File: config.mk
export PLATFORM = sky130hd
export DESIGN_NAME = inv_pipe
export DESIGN_NICKNAME = d
export VERILOG_FILES = /design/src/rtl/inv_pipe.sv
export SDC_FILE = /design/constraint.sdc
export NUM_CORES = 1
export LEC_CHECK = 0
export ABC_AREA = 1
export CAP_MARGIN = 20
export CORE_UTILIZATION = 35
export CTS_CLUSTER_DIAMETER = 40
export DETAILED_ROUTE_END_ITERATION = 8
export PLACE_DENSITY = 0.62
export SYNTH_ARGS = -nofsm -noshare
export SYNTH_HDL_FRONTEND = slang
export SYNTH_SLANG_ARGS = --single-unit
File: constraint.sdc
create_clock -name clk -period 1.8 [get_ports clk]
set_input_delay 0.36 -clock clk [delete_from_list [all_inputs] [get_ports clk]]
set_output_delay 0.36 -clock clk [all_outputs]
set_load 0.005 [all_outputs]
File: src/rtl/inv_pipe.sv
// inv_pipe: elastic STAGES-deep register pipeline carrying WIDTH-bit words
// with a per-word transform applied when the word is accepted.
//   clk, rst            : clock, async active-high reset
//   in_valid/in_ready   : producer handshake (in_ready is combinational)
//   in_data, mode, mask : word and its transform select, sampled on accept
//                         mode 0 pass, 1 invert, 2 xor mask, 3 bit-reverse
//   out_valid/out_ready : consumer handshake, out_valid/out_data registered
//   out_data            : transformed word in the last stage
//   count               : words currently held (0..STAGES)

// One pipeline register: loads from its source when told to advance.
//   load         : stage advances this cycle
//   src_v, src_d : upstream valid/data
//   v, d         : held valid/data
module inv_pipe_stage #(
  parameter int WIDTH = 8
) (
  input  logic             clk,
  input  logic             rst,
  input  logic             load,
  input  logic             src_v,
  input  logic [WIDTH-1:0] src_d,
  output logic             v,
  output logic [WIDTH-1:0] d
);
  always_ff @(posedge clk or posedge rst) begin
    if (rst) begin
      v <= 1'b0;
      d <= '0;
    end else if (load) begin
      v <= src_v;
      // Bubble moving in leaves old data in place; v marks it dead.
      if (src_v) d <= src_d;
    end
  end
endmodule

module inv_pipe #(
  parameter int WIDTH  = 8,
  parameter int STAGES = 2,
  parameter int CW     = $clog2(STAGES+1)
) (
  input  logic             clk,
  input  logic             rst,
  input  logic             in_valid,
  output logic             in_ready,
  input  logic [WIDTH-1:0] in_data,
  input  logic [1:0]       mode,
  input  logic [WIDTH-1:0] mask,
  output logic             out_valid,
  input  logic             out_ready,
  output logic [WIDTH-1:0] out_data,
  output logic [CW-1:0]    count
);
  logic [STAGES-1:0]            v;
  logic [STAGES-1:0][WIDTH-1:0] d;
  logic [STAGES-1:0]            adv;
  logic                         acc, xfer;
  logic [WIDTH-1:0]             xd;

  function automatic logic [WIDTH-1:0] xform(input logic [WIDTH-1:0] x,
                                             input logic [1:0]       m,
                                             input logic [WIDTH-1:0] k);
    logic [WIDTH-1:0] r;
    r = x;
    case (m)
      2'd0: r = x;
      2'd1: r = ~x;
      2'd2: r = x ^ k;
      default: for (int i = 0; i < WIDTH; i++) r[i] = x[WIDTH-1-i];
    endcase
    return r;
  endfunction

  // Advance chain resolved from the output side back to stage 0, so a
  // consumer pop frees the whole column in the same cycle.
  always_comb begin
    logic dr;
    adv = '0;
    dr  = v[STAGES-1] && out_ready;
    for (int s = STAGES-1; s >= 0; s--) begin
      adv[s] = !v[s] || dr;
      dr     = adv[s];
    end
  end

  assign in_ready = adv[0];
  assign acc      = in_valid && in_ready;
  assign xfer     = v[STAGES-1] && out_ready;
  assign xd       = xform(in_data, mode, mask);

  for (genvar s = 0; s < STAGES; s++) begin : g_stg
    logic             sv;
    logic [WIDTH-1:0] sd;
    if (s == 0) begin : g_head
      assign sv = acc;
      assign sd = xd;
    end else begin : g_body
      assign sv = v[s-1];
      assign sd = d[s-1];
    end
    inv_pipe_stage #(.WIDTH(WIDTH)) u_stg (
      .clk   (clk),
      .rst   (rst),
      .load  (adv[s]),
      .src_v (sv),
      .src_d (sd),
      .v     (v[s]),
      .d     (d[s])
    );
  end

  assign out_valid = v[STAGES-1];
  assign out_data  = d[STAGES-1];

  always_ff @(posedge clk or posedge rst) begin
    if (rst) begin
      count <= '0;
    end else begin
      case ({acc, xfer})
        2'b10:   count <= count + CW'(1);
        2'b01:   count <= count - CW'(1);
        default: count <= count;
      endcase
    end
  end
endmodule

# Yosys cells after proc, flatten, opt, wreduce, memory -nomap -nowiden
# Cells that the tools add are included.
# word_totals
ff_bits	20
in_bits	22
out_inout_bits	12
wordCells	25
# classes
addsub	2
n_eq_ne	4
n_mux	2
n_bitwise	2
reduce_logical	10
# ops
operator	n
8-bit case mux with 3 select lines	1
8-bit NOT	1
8-bit bitwise XOR	1
2-bit by 1-bit equality test with 1-bit output (second input constant)	2
2-bit equality test (second input constant)	2
2-bit case mux with 2 select lines	1
2-bit AND reduction	2
2-bit by 1-bit adder with 2-bit output (second input constant)	1
1-bit logical AND	2
1-bit zero test	2
2-bit zero test	1
1-bit logical OR	2
2-bit nonzero test	1
2-bit by 1-bit subtractor with 2-bit output (second input constant)	1

# Depth between registers and ports, before layout
# logic_depth
ltp_word	6
mapped_depth	7
ltp_nobuf	7

# Cells and area by module
# Synthesis repeated with hierarchy kept, for this count alone.
# unflattened
cells_unflattened	165
area_unflattened_um2	1226.2
# modules_own_cells
mod	instances	cells_each	area_per_inst_um2	seq_area_each_um2
inv_pipe_stage	2	39	380.4	225.2
inv_pipe	1	87	465.4	50.0

# Least setup slack after synthesis
# No wires, ideal clock.
# synth_path
kind	register to register
start	register g_stg[0].u_stg.v
end	register count[1]
setup_time_ns	0.123
t_arrival_ns	1.296
t_required_ns	1.677
slack_ns	0.382
path_stages_with_launch	8
path_buffers	1
period_less_slack_ns	1.418
path_cell_list	dfrtp_1 buf_4 nand3_2 nand2_2 ha_1 a21oi_1 nand2_1 xnor2_1
# synth_via
elab_chain_cells	5
word_cells_on_any_way	7
classes_between	eq/ne: 2; mux: 1; reduce/logical: 4
# synth_lines
element	line	source
start, declared	23	output logic v,
start signal, assigned	31	v <= src_v;
1-bit zero test *	82	adv[s] = !v[s] || dr;
1-bit logical OR *	82	
1-bit logical AND *	88	assign acc = in_valid && in_ready;
2-bit by 1-bit equality test with 1-bit output / 2-bit equality test (equally long branches)	120	case ({acc, xfer})
2-bit case mux with 2 select lines / 2-bit nonzero test (equally long branches)	--	
end signal, assigned	121	2'b10: count <= count + CW'(1);
end signal, assigned	122	2'b01: count <= count - CW'(1);
end signal, assigned	123	default: count <= count;
end, declared	53	output logic [CW-1:0] count
# Every way passes the cells marked *; elsewhere a longest branch is shown, timed or not.
# A chain may end at the register's enable or synchronous reset.

# Final worst setup path
# layout_path
start	register g_stg[0].u_stg.v
end	output port in_ready
# layout_via
elab_chain_cells	2
# layout_lines
element	line	source
1-bit zero test	82	
1-bit logical OR	82	
end, declared	46	output logic in_ready,
# Every way passes these cells.

==> results_dict.tcl <==
set metrics [dict create \
    syn_area_sq_um 1150 \
    place.gp.congestion 0.746 \
    antenna_found_initial 0 \
    peakVddDrop_uv 249 \
    syn_area_per_cell_sq_um 7.40 \
    synth.distinct_cells 19 \
    seqCellArea_sq_um 500 \
    clk_pin_slew_ns 0.11 \
    worstReg2RegStart "g_stg[0].u_stg.v" \
    hp-class "in -> async" \
    gr-total-overflow 0 \
    io_buffers 33 \
    skew_ns 0.00771 \
    yosysWarnings 0 \
    crit_chain "nand3_2, dlygate4sd2_1" \
    combPwrFrac_pct 36.7 \
    rsz0062_at_grt "no" \
    syn_inst 156 \
    maxSlewViolCount 0 \
    worstPathArrival_ns 1.26 \
    report.final.setup_viol 0 \
    area_delta_synth_final_pct 35.5 \
    die_x_um 59.4 \
    tns_ns 0 \
    crit_path_max_fanout 10 \
    dp.final_hpwl_um 1860 \
    finalHoldViolations 0 \
    fillers 322 \
    cts_sinks 20 \
    r2r_cells 6 \
    cp-start-kind "flip-flop" \
    cts-root-buf "clkbuf_4" \
    p_int_uw 1010 \
    totalPowerFinal_uw 1430 \
    top_level_ports 34 \
    slowest_delay_ns 0.53 \
    drc 0 \
    grt_pass1_wl_um 4090 \
    required_ns 1.44 \
    maxCapViolCount 0 \
    start_util_pct 37.2 \
    worstSetupStartpoint "g_stg[0].u_stg.v" \
    crit_family "flip-flops" \
    path_buf_inv 1 \
    status "finished clean" \
    routed_via_density 4.39 \
    pwr-share-clk_pct 17.6 \
    cts_hold_buf 0 \
    htree_levels 1 \
    synth_fp_nets 179 \
    fp-row-count 20 \
    avgRoutedWirePerCell_um 9.63 \
    clkLatencyLatePin_ns 0.29 \
    drt-pass1-iter-count 4 \
    ys_ff_latch 20 \
    period_needed_ns 1.62 \
    numCtsBuffers 3 \
    cts_tree "built" \
    core_region_area_sq_um 3100 \
    criticalPathCategory "reg -> out" \
    slowest_stage "dfrtp_1" \
    grt_usage_pct 15.3 \
    vias 1044 \
    p_per_area_nw_per_um2 915 \
    maxSlewHeadroom_pct 80.0 \
    critical_path.endpoint "in_ready" \
    grt_max_degree 21 \
    p_sw_uw 427 \
    multiInputGateArea_sq_um 547 \
    ctsLongestPathBuffers 2 \
    cp-end-kind "output port" \
    grt_pass1_vias 980 \
    seqPwrFrac_pct 45.7 \
    wl_um 2290 \
    nets 218 \
    p_sw_share_pct 29.8 \
    reg2reg_to "count[1]" \
    max_freq_ghz 0.617 \
    dieArea_sq_um 3530 \
    layout-drive-gt1-share_pct 12.9 \
    r2r_slack_ns 0.34 \
    initialDrtViolationCount 34 \
    cts_resized 1 \
    ant_nets 0 \
    p_leak_uw 0.000788 \
    period_share_pct 90.0 \
    diodes 0 \
    ys_seq_area_share_pct 43.3 \
    die_y_um 59.4 \
    worst_slew_pin_slew_ns 0.301 \
    crit_cells 2 \
    cts_setup_buffers 0 \
]
[layout make-up]
class / count / area share [%]
inverter: 12 / 2.88
tap: 44 / 3.52
clock buffer: 4 / 2.32
timing repair buffer: 40 / 24.4
sequential: 20 / 32.0
multi-input combinational: 118 / 34.9
[cell usage in the layout, fill, tap and decap left out, drive strengths merged]
cell type / n
or2: 1
buf: 7
a21oi: 17
nand3: 17
nor2: 16
clkdlybuf4s50: 32
xnor2: 2
nand2: 64
dlygate4sd2: 1
dfrtp: 20
inv: 12
clkbuf: 4
ha: 1
[registers in the layout (all words and copies together), names as in the netlist]
name / count
count: 2
g_stg.u_stg.v: 2
g_stg.u_stg.d: 16
[cell usage after synthesis]
cell type  number  area, sq um
nand3_2         1         10.0
nand2_4         1         11.3
nand2_1        61          229
buf_4           2         15.0
a21oi_2         2         17.5
ha_1            1         12.5
a21oi_1        15         75.1
buf_12          1         20.0
buf_6           2         22.5
xnor2_1         2         17.5
or2_1           1         6.26
inv_1          10         37.5
nand3_1        16         80.1
buf_2           1         5.00
inv_2           2         7.51
nor2_1         10         37.5
nor2_2          6         37.5
dfrtp_1        20          500
nand2_2         2         12.5
[kinds of logic (layout without fill, tap and decap cells)]
group | after synthesis | count (layout) | share of synthesized area [%]
buffers and inverters | 18 | 56 | 9.32
adders and majority gates | 1 | 1 | 1.08
DFF | 20 | 20 | 43.3
AOI/OAI and AO/OA | 17 | 17 | 8.02
and+or+nand+nor | 98 | 98 | 36.7
xor gates and xnor gates | 2 | 2 | 1.52
[power by group through the flow]
| stage | Combinational (uW) | Clock [uW] | Sequential, uW |
|---|---|---|---|
| finish | 525 | 251 | 655 |
| global route | 591 | 282 | 670 |
| CTS | 533 | 262 | 658 |
| detailed placement | 532 | 0 | 667 |
| global placement | 521 | 0 | 659 |
| floorplan | 259 | 0 | 657 |
[worst register-to-register path: cells and delay by family, from the launching register on]
kind                     cells  cell delay [ns]
AO/OA/AOI/OAI                1             0.12
XOR/XNOR                     1             0.12
adder cells (fa/ha/maj)      1             0.32
flip-flops                   1             0.50
AND/OR/NAND/NOR              3             0.28
[routing by layer]
metal	part of all wire [%]	up-vias	GRT usage [%]
li1	-	565	-
met1	46	447	18.5
met2	49	30	26.3
met3	4.1	2	2.40
met4	1.2	0	7.14
met5	0	-	0
[worst min-delay path by stage]
stage	startpoint	end	slack, ns	depth (start not counted)
3_3_place_gp	g_stg[1].u_stg.d[4]	g_stg[1].u_stg.d[4]	0.46	2
3_5_place_dp	g_stg[1].u_stg.d[1]	g_stg[1].u_stg.d[1]	0.46	2
4_1_cts	rst	g_stg[0].u_stg.d[6]	0.38	3
5_1_grt	rst	g_stg[1].u_stg.d[1]	0.43	3
2_1_floorplan	rst	count[0]	0.32	1
6_report	rst	g_stg[0].u_stg.d[6]	0.38	3
[stage by stage]
stage	worst slack (ns)	utilization [%]	std cells	hold slack, ns	instance area (sq um)
floorplan	0.382	-	156	0.324	1150
CTS	0.157	50.4	238	0.382	1570
finish	0.180	50.4	238	0.383	1570
global route	0.108	50.4	238	0.430	1570
global placement	-0.0380	49.3	234	0.456	1530
detailed placement	-0.0619	49.3	234	0.459	1530
(Power assumes the default switching activity.)
